## config.mk

```make
export PLATFORM = sky130hd
export DESIGN_NAME = fifo_wr_arbiter
export DESIGN_NICKNAME = d
export VERILOG_FILES = /design/src/rtl/fifo_arb_pkg.sv /design/src/rtl/fifo_wr_arbiter_rr_pick_next.sv /design/src/rtl/fifo_wr_arbiter.sv
export SDC_FILE = /design/constraint.sdc
export NUM_CORES = 1
export LEC_CHECK = 0
export CORE_UTILIZATION = 37
export CTS_CLUSTER_DIAMETER = 60
export DETAILED_ROUTE_END_ITERATION = 10
export GPL_TIMING_DRIVEN = 0
export PLACE_DENSITY = 0.81
export SETUP_SLACK_MARGIN = 0.5
export SYNTH_ARGS = -nofsm -noshare
export SYNTH_HDL_FRONTEND = slang
export SYNTH_HIERARCHICAL = 1
export SYNTH_SLANG_ARGS = --single-unit
```

## constraint.sdc

```tcl
create_clock -name wclk -period 2.84 [get_ports wclk]
set_input_delay 0.284 -clock wclk [delete_from_list [all_inputs] [get_ports wclk]]
set_output_delay 0.284 -clock wclk [all_outputs]
set_load 0.03 [all_outputs]
```

## src/rtl/fifo_arb_pkg.sv

```systemverilog
// Shared types and the round-robin search used by the FIFO write-port arbiter.
// The search is sized for the largest legal requester count (16).
package fifo_arb_pkg;

  typedef enum logic {
    IDLE = 1'b0,
    LOCK = 1'b1
  } arb_state_t;

  localparam int STAT_W = 16;
  localparam int MAXREQ = 16;
  localparam int PTRW   = 4;

  // First set bit of valid at or after ptr, wrapping at n.
  function automatic logic [PTRW-1:0] rr_pick(
    input logic [MAXREQ-1:0] valid,
    input logic [PTRW-1:0]   ptr,
    input int                n
  );
    logic [PTRW-1:0] sel;
    logic            hit;
    int              t;
    sel = '0;
    hit = 1'b0;
    for (int k = 0; k < MAXREQ; k++) begin
      t = k + int'(ptr);
      if (t >= n) t = t - n;
      if (!hit && k < n && valid[t[PTRW-1:0]]) begin
        sel = t[PTRW-1:0];
        hit = 1'b1;
      end
    end
    return sel;
  endfunction

endpackage

```

## src/rtl/fifo_wr_arbiter_rr_pick_next.sv

```systemverilog
// Combinational round-robin priority search: valid vector and pointer
// in, winning index and any-valid flag out.
module rr_pick_next
  import fifo_arb_pkg::*;
#(
  parameter int NREQ = 4,
  parameter int IDW  = $clog2(NREQ)
) (
  input  logic [NREQ-1:0] valid,
  input  logic [IDW-1:0]  ptr,
  output logic [IDW-1:0]  idx,
  output logic            any_valid
);

  assign idx       = IDW'(rr_pick(MAXREQ'(valid), PTRW'(ptr), NREQ));
  assign any_valid = |valid;

endmodule

```

## src/rtl/fifo_wr_arbiter.sv

```systemverilog
// Packet-locked round-robin arbiter for the async FIFO write port.
// FIFO_WR_ARB_STATS_EN adds per-requester saturating packet counters.
module fifo_wr_arbiter
  import fifo_arb_pkg::*;
#(
  parameter  int DSIZE = 8,
  parameter  int NREQ  = 4,
  localparam int IDW   = $clog2(NREQ)
) (
  input  logic                  wclk,
  input  logic                  wrst_n,
  input  logic [NREQ-1:0]       req_valid,
  input  logic [NREQ*DSIZE-1:0] req_data,
  input  logic [NREQ-1:0]       req_last,
  output logic [NREQ-1:0]       req_ready,
  input  logic                  wfull,
  output logic                  winc,
  output logic [DSIZE-1:0]      wdata,
  output logic [IDW-1:0]        grant_id,
  output logic                  busy
`ifdef FIFO_WR_ARB_STATS_EN
  ,
  input  logic                  stat_clr,
  output logic [NREQ*STAT_W-1:0] stat_pkt_cnt
`endif
);

  arb_state_t       state;
  arb_state_t       state_nxt;
  logic [IDW-1:0]   rr_ptr;
  logic [IDW-1:0]   rr_ptr_nxt;
  logic [IDW-1:0]   grant_nxt;
  logic [IDW-1:0]   pick_idx;
  logic             pick_any;
  logic             valid_g;
  logic             last_g;
  logic [DSIZE-1:0] data_g;
  logic             accept;
  logic             done;

  rr_pick_next #(
    .NREQ (NREQ),
    .IDW  (IDW)
  ) u_pick (
    .valid     (req_valid),
    .ptr       (rr_ptr),
    .idx       (pick_idx),
    .any_valid (pick_any)
  );

  assign valid_g = req_valid[grant_id];
  assign last_g  = req_last[grant_id];
  assign data_g  = req_data[int'(grant_id)*DSIZE +: DSIZE];
  assign accept  = (state == LOCK) && valid_g && !wfull;
  assign done    = accept && last_g;

  always_ff @(posedge wclk) begin
    if (!wrst_n) begin
      state    <= IDLE;
      rr_ptr   <= '0;
      grant_id <= '0;
    end else begin
      state    <= state_nxt;
      rr_ptr   <= rr_ptr_nxt;
      grant_id <= grant_nxt;
    end
  end

  always_comb begin
    state_nxt  = state;
    rr_ptr_nxt = rr_ptr;
    grant_nxt  = grant_id;
    unique case (state)
      IDLE: begin
        if (pick_any) begin
          grant_nxt = pick_idx;
          state_nxt = LOCK;
        end
      end
      LOCK: begin
        // Only an accepted last beat releases the grant.
        if (done) begin
          state_nxt  = IDLE;
          rr_ptr_nxt = (grant_id == IDW'(NREQ-1)) ? '0 : grant_id + 1'b1;
        end
      end
    endcase
  end

  always_comb begin
    req_ready = '0;
    winc      = 1'b0;
    wdata     = '0;
    busy      = 1'b0;
    if (state == LOCK) begin
      busy                = 1'b1;
      req_ready[grant_id] = !wfull;
      winc                = valid_g && !wfull;
      wdata               = data_g;
    end
  end

`ifdef FIFO_WR_ARB_STATS_EN
  logic [NREQ*STAT_W-1:0] stat_q;

  always_ff @(posedge wclk) begin
    if (!wrst_n || stat_clr) begin
      stat_q <= '0;
    end else if (done) begin
      for (int i = 0; i < NREQ; i++) begin
        if (grant_id == IDW'(i) &&
            stat_q[i*STAT_W +: STAT_W] != '1)
          stat_q[i*STAT_W +: STAT_W] <=
            stat_q[i*STAT_W +: STAT_W] + 1'b1;
      end
    end
  end

  assign stat_pkt_cnt = stat_q;
`endif

  // A stalled requester must hold its beat until it is taken.
  for (genvar i = 0; i < NREQ; i++) begin : g_hold
    a_hold: assert property (@(posedge wclk) disable iff (!wrst_n)
      (req_valid[i] && !req_ready[i]) ##1 req_valid[i]
      |-> $stable(req_data[i*DSIZE +: DSIZE]));
  end

endmodule

```

==> results of run 1 <==
-- cell type report --
cell class / instances / area (sq um) / share of cell area
Tap cell: 28 / 35.03 / 0.02187
Inverter: 5 / 18.77 / 0.01172
Sequential cell: 5 / 106.4 / 0.06641
Multi-Input combinational cell: 79 / 772.0 / 0.4820
Buffer: 6 / 66.31 / 0.04141
Clock buffer: 4 / 26.28 / 0.01641
Timing Repair Buffer: 59 / 576.8 / 0.3602
-- worst reg2reg max path, stage by stage, from the launching register on --
cell     delay, ns
dfxtp_4       0.37
buf_8         0.13
inv_1         0.07
ha_4          0.28
mux2_2        0.32
nand4_1       0.10
or4bb_1       0.47
a22o_2        0.26
a21oi_2       0.12
nor2b_1       0.06
-- metal layers --
layer,global-route usage,vias to the layer above
met3,0.06725,2
met2,0.3761,54
met4,0.04955,0
met5,0,-
li1,-,488
met1,0.2240,468
-- cells by family after synthesis --
group | after synthesis | share of synthesized area
AND/OR/NAND/NOR | 38 | 0.2422
multiplexers | 20 | 0.3586
AO/OA/AOI/OAI | 13 | 0.1082
buffers and inverters | 11 | 0.07442
adder cells (fa/ha/maj) | 8 | 0.1083
flip-flops | 5 | 0.1083
-- through the flow --
stage	area [sq um]	total power (W)
after floorplan	938.4	0.0002065
after global placement	1554	0.0003114
after detailed placement	1554	0.0003167
after CTS	1593	0.0003925
after global routing	1602	0.0004151
final	1602	0.0003917
-- path summary, 6_finish.rpt --
kind                       to      start  depth (start not counted)
setup reg to reg  grant_id[0]  rr_ptr[0]                          9
hold reg to reg     rr_ptr[1]  rr_ptr[1]                          2
setup / recovery  grant_id[0]  rr_ptr[0]                          9
hold / removal      rr_ptr[1]  rr_ptr[1]                          2
-- where the power goes --
group | switching [W] | internal (W)
sequential | 0.00000632 | 0.0000744
combinational | 0.0000984 | 0.000131
clock | 0.0000287 | 0.0000531
-- cell usage after synthesis (2+ instances only) --
master    count  share of area
o31ai_1       2          0.016
a21oi_1       3          0.016
mux4_2        5           0.12
mux2i_1       8          0.087
mux2_2        2          0.024
mux4_1        4           0.11
and2_1       12          0.081
clkbuf_1      2         0.0081
buf_6         2          0.024
nand2_1       5          0.020
nand4_1       2          0.014
a211oi_1      3          0.024
nor2_1        5          0.020
dfxtp_1       5           0.11
ha_1          8           0.11
inv_1         5          0.020
nor2b_1       6          0.041
-- flip-flops by register name, summed over array words and instances, names as in the netlist --
signal and count:
grant_id 2, rr_ptr 2, state 1
-- repair_timing --
action	CTS	global route
buffers inserted	1	0
pin swaps	1	0
setup endpoints to repair	12	3
cloned	0	0
gates resized for setup	16	3
hold endpoints to repair	0	0
==> results.yml, run 1 <==
outcome:
  outcome: "finished, final reports clean"
cells_and_area:
  fin_util: 0.7037
  n_fill_cell: 191
  area_growth_pct: 73.21
  final_common_cell: "clkdlybuf4s50_1"
  layout.nets: 210
  fin_cells: 186
  drive_gt1_frac: 0.1519
  most-common-layout-cells: "clkdlybuf4s50_1 (49), and2_1 (12), dlygate4sd2_1 (9)"
  diodes: 0
route:
  drc: 0
  wl_met2_um: 1342
  top_layer_used: "met4"
  initialDrtViolationCount: 16
  routed-wl-met3_um: 345
  wl_met1_um: 1081
  drt_pass1_iterations: 4
  antenna_left: 0
  vias: 1012
  routed_wl_um: 2779
  wl_per_cell_um: 14.94
  via_per_inst: 5.441
timing:
  hold_viol_final: 0
  tns_ns: 0
  slew_headroom: 0.7298
  setup_violations: 0
  final_max_slew_viol_count: 0
  skew_ns: 0.001015
  clock.fmax_ghz: 0.4349
  worstMarginPinSlew_ns: 0.4052
  rsz0062_at_grt: "yes"
  timing.hold.ws_ns: 0.4900
  finalCritPeriodShare: 0.8097
  final.min_clock_period_ns: 2.300
  setup_slack_ns: 0.5404
logic_synthesis:
  yosys_register_bits: 5
  synthArstFlopShare: 0
  synth_area_sq_um: 924.6
  syn_nets: 146
  ys_types: 33
  ys.flop_type: "dfxtp_1"
  syn_avg_cell_area_sq_um: 9.733
  synth_seq_area_share: 0.1083
  ys_warn_count: 6
  synth-edff-count: 0
  syn_inst: 95
setup_path:
  cp_num_buf_inv: 2
  worstPathRequired_ns: 2.97
  cp_cell_sequence: "buf_8, inv_1, ha_4, mux2_2, nand4_1, or4bb_1, a22o_2, a21oi_2, nor2b_1"
  critPathCaptureType: "register"
  critPathLaunchType: "register"
  critPathArrivalTime_ns: 2.43
  critPathTopFamily: "simple AND/OR/NAND/NOR gates"
  slowest_delay_ns: 0.47
  crit_path_max_fanout: 8
  critPathKind: "register to register"
  slowest_stage: "or4bb_1"
  r2r_slack_ns: 0.54
global_route:
  antenna_found_initial: 0
  grt_pass1_wl_um: 4146
  grt_pass1_vias: 930
  grt_usage: 0.2054
  grt_max_degree: 11
  grt_overflow: 0
floorplanning:
  initial_utilization: 0.4063
  rows: 17
  pin_count: 59
  die_height_um: 51.99
  core_area_sq_um: 2276
  die_w_um: 51.99
  die_area_sq_um: 2703
clock_network:
  cts_root_buf: "clkbuf_4"
  cts.clk_slew.worst_paths_ns: 0.04
  cts_buffers: 3
  cts_num_sinks: 5
  clk_latency_ns: 0.24
  postCtsHoldBufs: 0
  htreeDepth: 1
  cts.path.max_buffers: 2
  cts_tree: "yes"
power_and_ir_drop:
  max-vdd-ir-drop_v: 0.0002301
  power_density_nw_per_um2: 244.6
  power_leakage_nw: 0.6457
placement:
  dp_slack_ns: 0.3625
  port_buffers: 58
  gp_congestion: 0.7644
  dp.cells: 181
  place_hpwl_um: 2319
hold_path:
  worstHoldPathType: "register to register"
flow_run:
  timing.max_cap.violations: 0
No activity file was read; power rests on OpenSTA's default activity.
==> run 2: changes to the inputs <==
==> constraint.sdc (replaced) <==
create_clock -name wclk -period 2.24 [get_ports wclk]
set_input_delay 0.224 -clock wclk [delete_from_list [all_inputs] [get_ports wclk]]
set_output_delay 0.224 -clock wclk [all_outputs]
set_load 0.03 [all_outputs]
==> results.yml, run 2 (same netlist as run 1, synthesis figures left out) <==
global_route:
  grt_overflow: 0
  antenna_found_initial: 0
  grt_max_degree: 11
  grt_pass1_wl_um: 4802
  grt_usage: 0.2366
  grt_pass1_vias: 1045
cells_and_area:
  design_area_sq_um: 1740
  drive_gt1_frac: 0.2994
  most-common-layout-cells: "clkdlybuf4s50_1 (43), and2_1 (12), clkdlybuf4s15_2 (10)"
  diodes: 0
  fin_util: 0.7647
  final_common_cell: "clkdlybuf4s50_1"
  reg_top3: "grant_id: 2 flops, rr_ptr: 2 flops, state: 1 flops"
  area_growth_pct: 88.23
  layout.nets: 219
power_and_ir_drop:
  max-vdd-ir-drop_v: 0.0002824
  power_leakage_nw: 0.7098
  p_clk_frac: 0.206
  combPwrFrac: 0.605
  power_density_nw_per_um2: 305.6
  p_sw_frac: 0.3494
  cellInternalPower_w: 0.0003461
  power_frac_seq: 0.189
  p_switching_w: 0.0001858
timing:
  final.min_clock_period_ns: 2.173
  slew_headroom: 0.7366
  setup_violations: 0
  clock.fmax_ghz: 0.4601
  final_max_slew_viol_count: 0
  hold_viol_final: 0
  setup_slack_ns: 0.06661
  skew_ns: 0.003116
  finalCritPeriodShare: 0.9703
  rsz0062_at_grt: "yes"
  worstMarginPinSlew_ns: 0.3841
setup_path:
  slowest_delay_ns: 0.41
  critPathArrivalTime_ns: 2.31
  slowest_stage: "or4bb_1"
  cp_cell_sequence: "buf_8, inv_4, ha_4, buf_6, mux2_4, nand4_1, or4bb_1, a22o_2, a21oi_2, nor2b_1"
  critPathCaptureType: "register"
  worstPathRequired_ns: 2.38
  cp_num_buf_inv: 3
  critPathKind: "register to register"
  critPathLaunchType: "register"
  critPathTopFamily: "simple AND/OR/NAND/NOR gates"
  crit_path_max_fanout: 3
route:
  initialDrtViolationCount: 23
  routed_wl_um: 3116
  antenna_left: 0
  wl_per_cell_um: 15.98
  via_per_inst: 5.374
  drt_pass1_iterations: 4
  drc: 0
  vias: 1048
clock_network:
  cts_tree: "yes"
  postCtsHoldBufs: 0
  clk_latency_ns: 0.24
  cts.clk_slew.worst_paths_ns: 0.05
  cts_root_buf: "clkbuf_4"
  htreeDepth: 1
  cts_num_sinks: 5
  cts.path.max_buffers: 2
  cts_buffers: 3
floorplanning:
  pin_count: 59
  core_area_sq_um: 2276
  die_height_um: 51.99
  die_w_um: 51.99
  die_area_sq_um: 2703
  rows: 17
  initial_utilization: 0.4063
placement:
  place_hpwl_um: 2262
  dp_slack_ns: -0.06016
  port_buffers: 58
  gp_congestion: 0.8517
  place_area_sq_um: 1580
outcome:
  outcome: "finished, final reports clean"
hold_path:
  worstHoldPathType: "primary input to register"
flow_run:
  timing.max_cap.violations: 0
[run 2: cell types whose count changed in the layout (fill, tap and decap cells not counted), sizes merged]
cell           previous run  this run
dlygate4sd2               9         3
clkdlybuf4s15             0        10
clkbuf                    6         5
dlymetal6s2s              0         1
clkdlybuf4s50            49        43
buf                       5        16
[run 2: metrics by stage]
step,instances,TNS (ns),power [W],hold slack (ns)
6_report,195,0,0.0005319,0.5227
3_5_place_dp,181,-0.09151,0.0004053,0.4815
3_3_place_gp,181,-0.03731,0.0004007,0.4734
4_1_cts,195,0,0.0005228,0.6077
5_1_grt,195,-0.0003806,0.0005623,0.5476
2_1_floorplan,95,0,0.0002675,0.3522
[run 2: power groups by stage]
stage | logic (W) | clock network (W) | registers (W)
global placement | 0.000297 | 0 | 0.000103
global route | 0.000343 | 0.000118 | 0.000102
detailed placement | 0.000301 | 0 | 0.000104
floorplan | 0.000158 | 0 | 0.000110
CTS | 0.000314 | 0.000108 | 0.000101
finish | 0.000322 | 0.000109 | 0.000101
[run 2: what timing repair did]
item                       in CTS  in global routing
pin swaps                       7                  2
setup buffers                  10                  0
setup endpoints to repair      15                 15
resized for setup              47                  7
[run 2: worst paths after layout]
path | start | endpoint | slack, ns | cells past startpoint
max | rr_ptr[1] | grant_id[0] | 0.07 | 10
min reg2reg | rr_ptr[1] | rr_ptr[1] | 0.63 | 3
min | req_valid[0] | state | 0.52 | 3
max reg2reg | rr_ptr[1] | grant_id[0] | 0.07 | 10
[run 2: cell type report]
class                   instances  area, sq um
well taps                      28        35.03
repair buffers                 68        671.9
plain buffers                   6        67.56
inverters                       5        23.77
flip-flops and latches          5        106.4
clock buffers                   4        26.28
fillers                       157        535.5
multi-input cells              79        809.5
[run 2: per-layer routing]
layer	track usage	wire [um]
met4	0.02703	0
met3	0.03801	300
met1	0.2739	1241
met2	0.4573	1574
met5	0	0
[run 2: tightest hold or removal path: stages]
cell	delay, ns
dlymetal6s2s_1	0.20
or4_1	0.18
o211a_1	0.13
